### config.mk
export PLATFORM = sky130hd
export DESIGN_NAME = tsmc_digital_1_cic
export DESIGN_NICKNAME = d
export VERILOG_FILES = /design/src/rtl/tsmc_digital_1_pkg.sv /design/src/rtl/cic_decim.sv /design/src/rtl/tsmc_digital_1_cic.sv
export SDC_FILE = /design/constraint.sdc
export NUM_CORES = 1
export LEC_CHECK = 0
export ABC_AREA = 1
export BUFFER_PORTS_ARGS = -buffer_cell sky130_fd_sc_hd__buf_2
export CORE_MARGIN = 1.5
export CORE_UTILIZATION = 55
export CTS_CLUSTER_SIZE = 14
export DETAILED_ROUTE_END_ITERATION = 10
export PLACE_DENSITY = 0.74
export SLEW_MARGIN = 20
export SYNTH_ARGS = -nofsm -noshare
export SYNTH_HDL_FRONTEND = slang
export SYNTH_SLANG_ARGS = --single-unit
### constraint.sdc
create_clock -name CLK -period 9.53 [get_ports CLK]
set_clock_uncertainty 0.2 [all_clocks]
set_input_delay 0.4765 -clock CLK [delete_from_list [all_inputs] [get_ports CLK]]
set_output_delay 0.4765 -clock CLK [all_outputs]
set_load 0.1 [all_outputs]
### src/rtl/tsmc_digital_1_pkg.sv
// Shared widths and helpers for the interleaved-ADC CIC back-end.
// Internal accumulator width covers the worst-case R^N gain growth on the lane sum.
package tsmc_digital_1_pkg;
  localparam int IN_W     = 6;
  localparam int OFF_W    = 3;
  localparam int CIC_N    = 3;
  localparam int DEC_LOG2 = 3;
  localparam int OUT_W    = 21;
  localparam int DIFF_W   = IN_W + 1;
  localparam int LANE_W   = IN_W + 2;
  localparam int SUM_W    = IN_W + 4;
  localparam int ACC_W    = SUM_W + CIC_N * DEC_LOG2;

  typedef enum logic [1:0] {
    SRC_NONE = 2'd0,
    SRC_DFE  = 2'd1,
    SRC_TEG  = 2'd2
  } src_e;

  function automatic logic [DIFF_W-1:0] code_diff(input logic [IN_W-1:0] p,
                                                  input logic [IN_W-1:0] n);
    return {1'b0, p} - {1'b0, n};
  endfunction
endpackage

### src/rtl/cic_decim.sv
// CIC decimator: registered source stage, integrator chain, phase counter,
// comb chain evaluated on the decimation tick, and the OUT/OUT_CLK registers.
module cic_decim
  import tsmc_digital_1_pkg::*;
(
  input  logic             i_clk,
  input  logic             i_rst_n,
  input  logic [SUM_W-1:0] i_sum,
  input  logic             i_en_div,
  output logic [OUT_W-1:0] o_out,
  output logic             o_out_clk
);

  logic [SUM_W-1:0]    r_s;
  logic [ACC_W-1:0]    r_int  [CIC_N];
  logic [ACC_W-1:0]    r_prev [CIC_N];
  logic [DEC_LOG2-1:0] r_phase;

  logic [ACC_W-1:0]    w_s_ext;
  logic [ACC_W-1:0]    w_comb [CIC_N];
  logic [DEC_LOG2-1:0] w_phase_nxt;
  logic                w_tick;

  assign w_s_ext     = {{(ACC_W-SUM_W){r_s[SUM_W-1]}}, r_s};
  assign w_tick      = i_en_div && (r_phase == '1);
  assign w_phase_nxt = i_en_div ? r_phase + 1'b1 : '0;

  always_comb begin
    for (int k = 0; k < CIC_N; k++) w_comb[k] = '0;
    w_comb[0] = r_int[CIC_N-1] - r_prev[0];
    for (int k = 1; k < CIC_N; k++) w_comb[k] = w_comb[k-1] - r_prev[k];
  end

  // OUT_CLK follows the next phase so it rises on the same edge OUT updates.
  always_ff @(posedge i_clk or negedge i_rst_n) begin
    if (!i_rst_n) begin
      r_s       <= '0;
      r_phase   <= '0;
      o_out_clk <= 1'b0;
      o_out     <= '0;
      for (int k = 0; k < CIC_N; k++) begin
        r_int[k]  <= '0;
        r_prev[k] <= '0;
      end
    end else begin
      r_s      <= i_sum;
      r_int[0] <= r_int[0] + w_s_ext;
      for (int k = 1; k < CIC_N; k++) r_int[k] <= r_int[k] + r_int[k-1];
      r_phase   <= w_phase_nxt;
      o_out_clk <= i_en_div && !w_phase_nxt[DEC_LOG2-1];
      if (w_tick) begin
        r_prev[0] <= r_int[CIC_N-1];
        for (int k = 1; k < CIC_N; k++) r_prev[k] <= w_comb[k-1];
        o_out <= {{(OUT_W-ACC_W){w_comb[CIC_N-1][ACC_W-1]}}, w_comb[CIC_N-1]};
      end
    end
  end

endmodule

### src/rtl/tsmc_digital_1_cic.sv
// Interleaved-ADC back-end: per-lane p-n minus DC offset, 4-lane sum or
// TEG test path as source, feeding the R=8 third-order CIC decimator.
module tsmc_digital_1_cic
  import tsmc_digital_1_pkg::*;
(
  input  logic             CLK,
  input  logic             RES_N,
  input  logic [IN_W-1:0]  IN_DFE_1_p,
  input  logic [IN_W-1:0]  IN_DFE_1_n,
  input  logic [IN_W-1:0]  IN_DFE_2_p,
  input  logic [IN_W-1:0]  IN_DFE_2_n,
  input  logic [IN_W-1:0]  IN_DFE_3_p,
  input  logic [IN_W-1:0]  IN_DFE_3_n,
  input  logic [IN_W-1:0]  IN_DFE_4_p,
  input  logic [IN_W-1:0]  IN_DFE_4_n,
  input  logic [IN_W-1:0]  IN_ADC_TEG_p,
  input  logic [IN_W-1:0]  IN_ADC_TEG_n,
  input  logic [OFF_W-1:0] dc_off_adc1,
  input  logic [OFF_W-1:0] dc_off_adc2,
  input  logic [OFF_W-1:0] dc_off_adc3,
  input  logic [OFF_W-1:0] dc_off_adc4,
  input  logic             ENABLE_DFE,
  input  logic             ENABLE_ADC_TEG,
  input  logic             ENABLE_DIVIDER_DFE,
  input  logic             ENABLE_DIVIDER_ADC_TEG,
  output logic             OUT_CLK,
  output logic [OUT_W-1:0] OUT
);

  logic [IN_W-1:0]   w_p    [4];
  logic [IN_W-1:0]   w_n    [4];
  logic [OFF_W-1:0]  w_off  [4];
  logic [DIFF_W-1:0] w_d    [4];
  logic [LANE_W-1:0] w_lane [4];
  logic [SUM_W-1:0]  w_dfe_sum;
  logic [DIFF_W-1:0] w_teg_d;
  logic [SUM_W-1:0]  w_sum;
  logic              w_en_div;
  src_e              w_src;

  assign w_p[0] = IN_DFE_1_p;  assign w_n[0] = IN_DFE_1_n;  assign w_off[0] = dc_off_adc1;
  assign w_p[1] = IN_DFE_2_p;  assign w_n[1] = IN_DFE_2_n;  assign w_off[1] = dc_off_adc2;
  assign w_p[2] = IN_DFE_3_p;  assign w_n[2] = IN_DFE_3_n;  assign w_off[2] = dc_off_adc3;
  assign w_p[3] = IN_DFE_4_p;  assign w_n[3] = IN_DFE_4_n;  assign w_off[3] = dc_off_adc4;

  always_comb begin
    w_dfe_sum = '0;
    for (int k = 0; k < 4; k++) begin
      w_d[k]    = code_diff(w_p[k], w_n[k]);
      w_lane[k] = {w_d[k][DIFF_W-1], w_d[k]} - {{(LANE_W-OFF_W){1'b0}}, w_off[k]};
      w_dfe_sum = w_dfe_sum + {{(SUM_W-LANE_W){w_lane[k][LANE_W-1]}}, w_lane[k]};
    end
  end

  assign w_teg_d = code_diff(IN_ADC_TEG_p, IN_ADC_TEG_n);

  // The TEG path stands in for all four lanes, hence the x4 scaling.
  always_comb begin
    w_src = ENABLE_ADC_TEG ? SRC_TEG : (ENABLE_DFE ? SRC_DFE : SRC_NONE);
    w_sum = '0;
    case (w_src)
      SRC_TEG: w_sum = {w_teg_d[DIFF_W-1], w_teg_d, 2'b00};
      SRC_DFE: w_sum = w_dfe_sum;
      default: w_sum = '0;
    endcase
    w_en_div = (w_src == SRC_TEG) ? ENABLE_DIVIDER_ADC_TEG : ENABLE_DIVIDER_DFE;
  end

  cic_decim u_cic_decim (
    .i_clk     (CLK),
    .i_rst_n   (RES_N),
    .i_sum     (w_sum),
    .i_en_div  (w_en_div),
    .o_out     (OUT),
    .o_out_clk (OUT_CLK)
  );

endmodule

# Yosys cells after proc, flatten, opt, wreduce, memory -nomap -nowiden
# Index checks and enable logic that the tools add are counted.
# W data, S select, Z words.
dict set report op_classes {
  n_reduce_logical 3
  eq_ne 3
  add_sub_neg 19
  muxes 5
}
# op n
set ops {}
lappend ops {{$add A19 B19 Y19} 3}
lappend ops {{$sub A19 B19 Y19} 3}
lappend ops {{$sub A6 B6 Y7} 5}
lappend ops {{$sub A7 B4 Y8} 4}
lappend ops {{$pmux W10 S2} 1}
lappend ops {{$add A10 B10 Y10} 1}
lappend ops {{$add A9 B8 Y10} 1}
lappend ops {{$add A8 B8 Y9} 1}
lappend ops {{$add A3 B1 Y3 const B} 1}
lappend ops {{$eq A3 B3 Y1 const B} 1}
lappend ops {{$mux W3} 1}
lappend ops {{$eq A2 B1 Y1 const B} 1}
lappend ops {{$eq A2 B2 Y1 const B} 1}
lappend ops {{$logic_and A1 B1 Y1} 2}
lappend ops {{$mux W1} 2}
lappend ops {{$mux W2} 1}
lappend ops {{$logic_not A1 Y1} 1}
dict set report totals {
  register_bits 147
  inputBits 78
  word_cells 40
  output_inout_bits 22
}

# Longest topological paths before layout
dict set report logic_depth {
  depth_word 7
  depth_mapped 30
  depth_no_buf 30
}

# Hierarchy
# A second synthesis with hierarchy kept.
dict set report unflattened {
  hier_cells 1602
  area_unflattened_um2 12759.7
}
# module instances area_per_inst_um2 cells_each seq_area_each_um2
set modules_own_cells {}
lappend modules_own_cells {cic_decim 1 10075.9 1217 3678.5}
lappend modules_own_cells {tsmc_digital_1_cic 1 2683.8 385 0.0}

# Least setup slack after synthesis
# Ideal clock, no wire load.
dict set report synth_path {
  path_kind {input -> register}
  startpoint {input IN_DFE_3_p[0]}
  endpoint {register u_cic_decim.r_s[9]}
  required_time_ps 9206
  path_buffers 0
  t_arrival_ps 4749
  cell_stages 25
  setup_time_ps 124
  setup_slack_ps 4457
  cell_sequence {inv_1 ha_1 inv_1 fa_1 xor2_1 fa_1 inv_1 fa_1 fa_1 inv_1 fa_1 fa_1 nand2_1 inv_1 o21ai_1 nand2_1 nand2_1 nand2_1 nand2_1 a21boi_1 nor2_1 nor2_1 nor2_1 xnor2_1 o21ai_1}
}
dict set report synth_between {
  elab_chain_cells 5
}
# element line
set synth_rtl {}
lappend synth_rtl {{from (decl)} tsmc_digital_1_cic.sv:12} ;# input logic [IN_W-1:0] IN_DFE_3_p,
lappend synth_rtl {{$sub A6 B6 Y7} tsmc_digital_1_pkg.sv:22} ;# return {1'b0, p} - {1'b0, n};
lappend synth_rtl {{$sub A7 B4 Y8} tsmc_digital_1_cic.sv:50} ;# w_lane[k] = {w_d[k][DIFF_W-1], w_d[k]} - {{(LANE_W-OFF_W){1'b0}}, w_off[k]};
lappend synth_rtl {{$add A9 B8 Y10} tsmc_digital_1_cic.sv:51} ;# w_dfe_sum = w_dfe_sum + {{(SUM_W-LANE_W){w_lane[k][LANE_W-1]}}, w_lane[k]};
lappend synth_rtl {{$add A10 B10 Y10} tsmc_digital_1_cic.sv:51}
lappend synth_rtl {{$pmux W10 S2} tsmc_digital_1_cic.sv:61} ;# case (w_src)
lappend synth_rtl {{net u_cic_decim.i_sum[9]} cic_decim.sv:8} ;# input logic [SUM_W-1:0] i_sum,
lappend synth_rtl {{to (signal assigned)} cic_decim.sv:46} ;# r_s <= i_sum;
lappend synth_rtl {{to (decl)} cic_decim.sv:14} ;# logic [SUM_W-1:0] r_s;
# The timed path passes the listed nets, and every way through them passes these cells.
# A chain may end at the register's enable or synchronous reset.

==> results.cfg <==
[timing]
period_needed_ps = 5180
rsz0062_at_grt = false
worstMarginPinSlew_ps = 916
slew_headroom = 0.389
drv_slew = 0
post-route-period-util = 0.543
setup_tns_ps = 0
setup_viol = 0
finalHoldViolCount = 0
fmax_ghz = 0.193

[clock_tree]
cts_resized = 0
cts_max_path_buffers = 2
cts_tree = done
cts_root_buffer = clkbuf_16
htreeDepth = 4
clk_pin_slew_ps = 60
cts_buffers = 17
clock_latency_ps = 420
clock_sinks = 147

[finish]
drive_above_1_share = 0.116
syn2layout_area_growth_pct = 10.8
num_antenna_cells = 0
most-common-layout-cells = nand2_1 (274), inv_1 (245), ha_1 (159)
final_nets = 1895
fill_cells = 1927
final_common_cell = nand2_1

[floorplan]
rows = 54
die_area_mm2 = 0.0236
io_pins = 100
die_h_um = 153
die_w_um = 153
core_area_mm2 = 0.0220
start_util = 0.565

[place]
gp_congestion = 0.899
io_buffers = 99
dp_hpwl_mm = 21.1

[drt]
drc_errors = 0
ant_nets = 0
avgRoutedWirePerCell_um = 13.7
wirelength_mm = 26.3
via_per_inst = 5.26
drtIter0Drc = 415
vias = 10070
drtPass1Iterations = 5

[critical_path]
cp-end-kind = flop
worstSetupEndpoint = u_cic_decim.o_out[18]
path_delay_family = simple AND/OR/NAND/NOR gates
critPathBufInv = 3
start_kind = flop
r2r_setup_slack_ps = 4350
critPathRequiredTime_ps = 9640
crit_cells = 27
crit_path_top_delay_cell = o311ai_0
path_common_cell = nand2_1
critical_path.startpoint = u_cic_decim.r_int[0]
criticalPathCategory = flop to flop
reg2reg_from = u_cic_decim.r_int[0]
r2r_cells = 27
cp_max_fo = 4
reg2reg_to = u_cic_decim.o_out[18]
cpPeakStageDelay_ps = 570
critPathArrivalTime_ps = 5280

[global_routing]
grt_overflow = 0
antenna_found_initial = 0
grt_pass1_vias = 10049
grt_pass1_wl_mm = 44.7
grt_max_degree = 106
grtUsageTotal = 0.231

[yosys]
syn_inst = 1520
netlist_area_mm2 = 0.0125
synth_area_per_cell_um2 = 8.19
seq_area_frac_synth = 0.295
ys.warnings.count = 0
ys_ff_latch = 147
syn_nets = 1793
synth.distinct_cells = 58

[run_status]
status = completed

[job]
drv_cap = 0

[min_path]
hold_path.class = primary input to flop
-- stage by stage --
stage | util | std cells | setup WS, ps | area, µm² | hold slack, ps
after floorplan | - | 1520 | 4460 | 12500 | -19.1
after global placement | 0.600 | 1882 | 4190 | 13200 | 223
after detailed placement | 0.600 | 1882 | 4040 | 13200 | 238
after CTS | 0.626 | 1915 | 4410 | 13800 | 140
after global routing | 0.626 | 1915 | 3950 | 13800 | 181
final | 0.626 | 1915 | 4350 | 13800 | 148
-- registers in the layout (all words and copies together), names as in the netlist --
| register | cells |
|---|---|
| u_cic_decim.r_int | 57 |
| u_cic_decim.r_prev | 57 |
| u_cic_decim.o_out | 19 |
| u_cic_decim.r_s | 10 |
| u_cic_decim.r_phase | 3 |
| u_cic_decim.o_out_clk | 1 |
-- cells by family after synthesis --
| family | Yosys count | synth area share |
|---|---|---|
| buf+inv | 269 | 0.0841 |
| fa+ha+maj | 195 | 0.218 |
| mux | 1 | 0.000804 |
| flops | 147 | 0.295 |
| xor+xnor | 120 | 0.0865 |
| compound gates | 315 | 0.147 |
| simple gates | 473 | 0.168 |
-- routing by layer --
metal | share of wire | up-vias | global-route usage
li1 | - | 5203 | -
met1 | 0.46 | 4697 | 0.290
met2 | 0.50 | 142 | 0.418
met3 | 0.025 | 28 | 0.0309
met4 | 0.012 | 0 | 0.0583
met5 | 0 | - | 0
-- synth_stat cells, drive strengths merged --
master	count	area share
nand2	285	0.089
inv	250	0.075
ha	159	0.16
dfrtp	147	0.30
a21oi	125	0.054
o21ai	121	0.050
xor2	88	0.064
nor2	78	0.025
nand3	71	0.034
fa	36	0.058
xnor2	32	0.023
a21o	16	0.0097
o31ai	15	0.0094
buf	13	0.0066
nor3	13	0.0060
a31oi	10	0.0050
nand4	9	0.0045
o21bai	8	0.0057
and2	7	0.0036
clkbuf	6	0.0021
nor4	6	0.0040
a211oi	4	0.0024
a41oi	4	0.0028
o211ai	3	0.0022
or2	3	0.0015
a21boi	2	0.0015
a311o	2	0.0016
a221oi	1	0.00070
a31o	1	0.00070
mux2i	1	0.00080
nand3b	1	0.00060
o21a	1	0.00060
o22ai	1	0.00050
o311ai	1	0.00070
-- layout make-up --
cell class / instances / area [µm²] / area share
multi-input cells: 1104 / 7730 / 0.561
flip-flops and latches: 147 / 3680 / 0.267
inverters: 250 / 938 / 0.0680
repair buffers: 102 / 527 / 0.0382
clock buffers: 21 / 460 / 0.0334
well taps: 280 / 350 / 0.0254
clock inverters: 11 / 105 / 0.00762
-- worst min path at each step --
stage                      startpoint                      to  depth (start not counted)
2_1_floorplan                   RES_N    u_cic_decim.o_out[0]                          0
3_3_place_gp   u_cic_decim.r_phase[0]  u_cic_decim.r_phase[0]                          1
3_5_place_dp   u_cic_decim.r_phase[0]  u_cic_decim.r_phase[0]                          1
4_1_cts               IN_ADC_TEG_n[0]      u_cic_decim.r_s[2]                          3
5_1_grt               IN_ADC_TEG_n[0]      u_cic_decim.r_s[2]                          3
6_report              IN_ADC_TEG_n[0]      u_cic_decim.r_s[2]                          3
-- worst register-to-register path: cells and delay by family (launching register included) --
family / cells / cell delay, ps
flip-flops: 1 / 360
buffers and inverters: 3 / 300
AO/OA/AOI/OAI: 4 / 960
adder cells (fa/ha/maj): 4 / 1330
AND/OR/NAND/NOR: 15 / 1770
XOR/XNOR: 1 / 150
-- what timing repair did --
action	in CTS	in global routing
hold buffers	1	0
hold endpoints to repair	77	0
buffers inserted	0	0
Power is left out: the tool's default activity adds up to more than one toggle a clock period on the data nets, which glitch-free logic cannot reach.
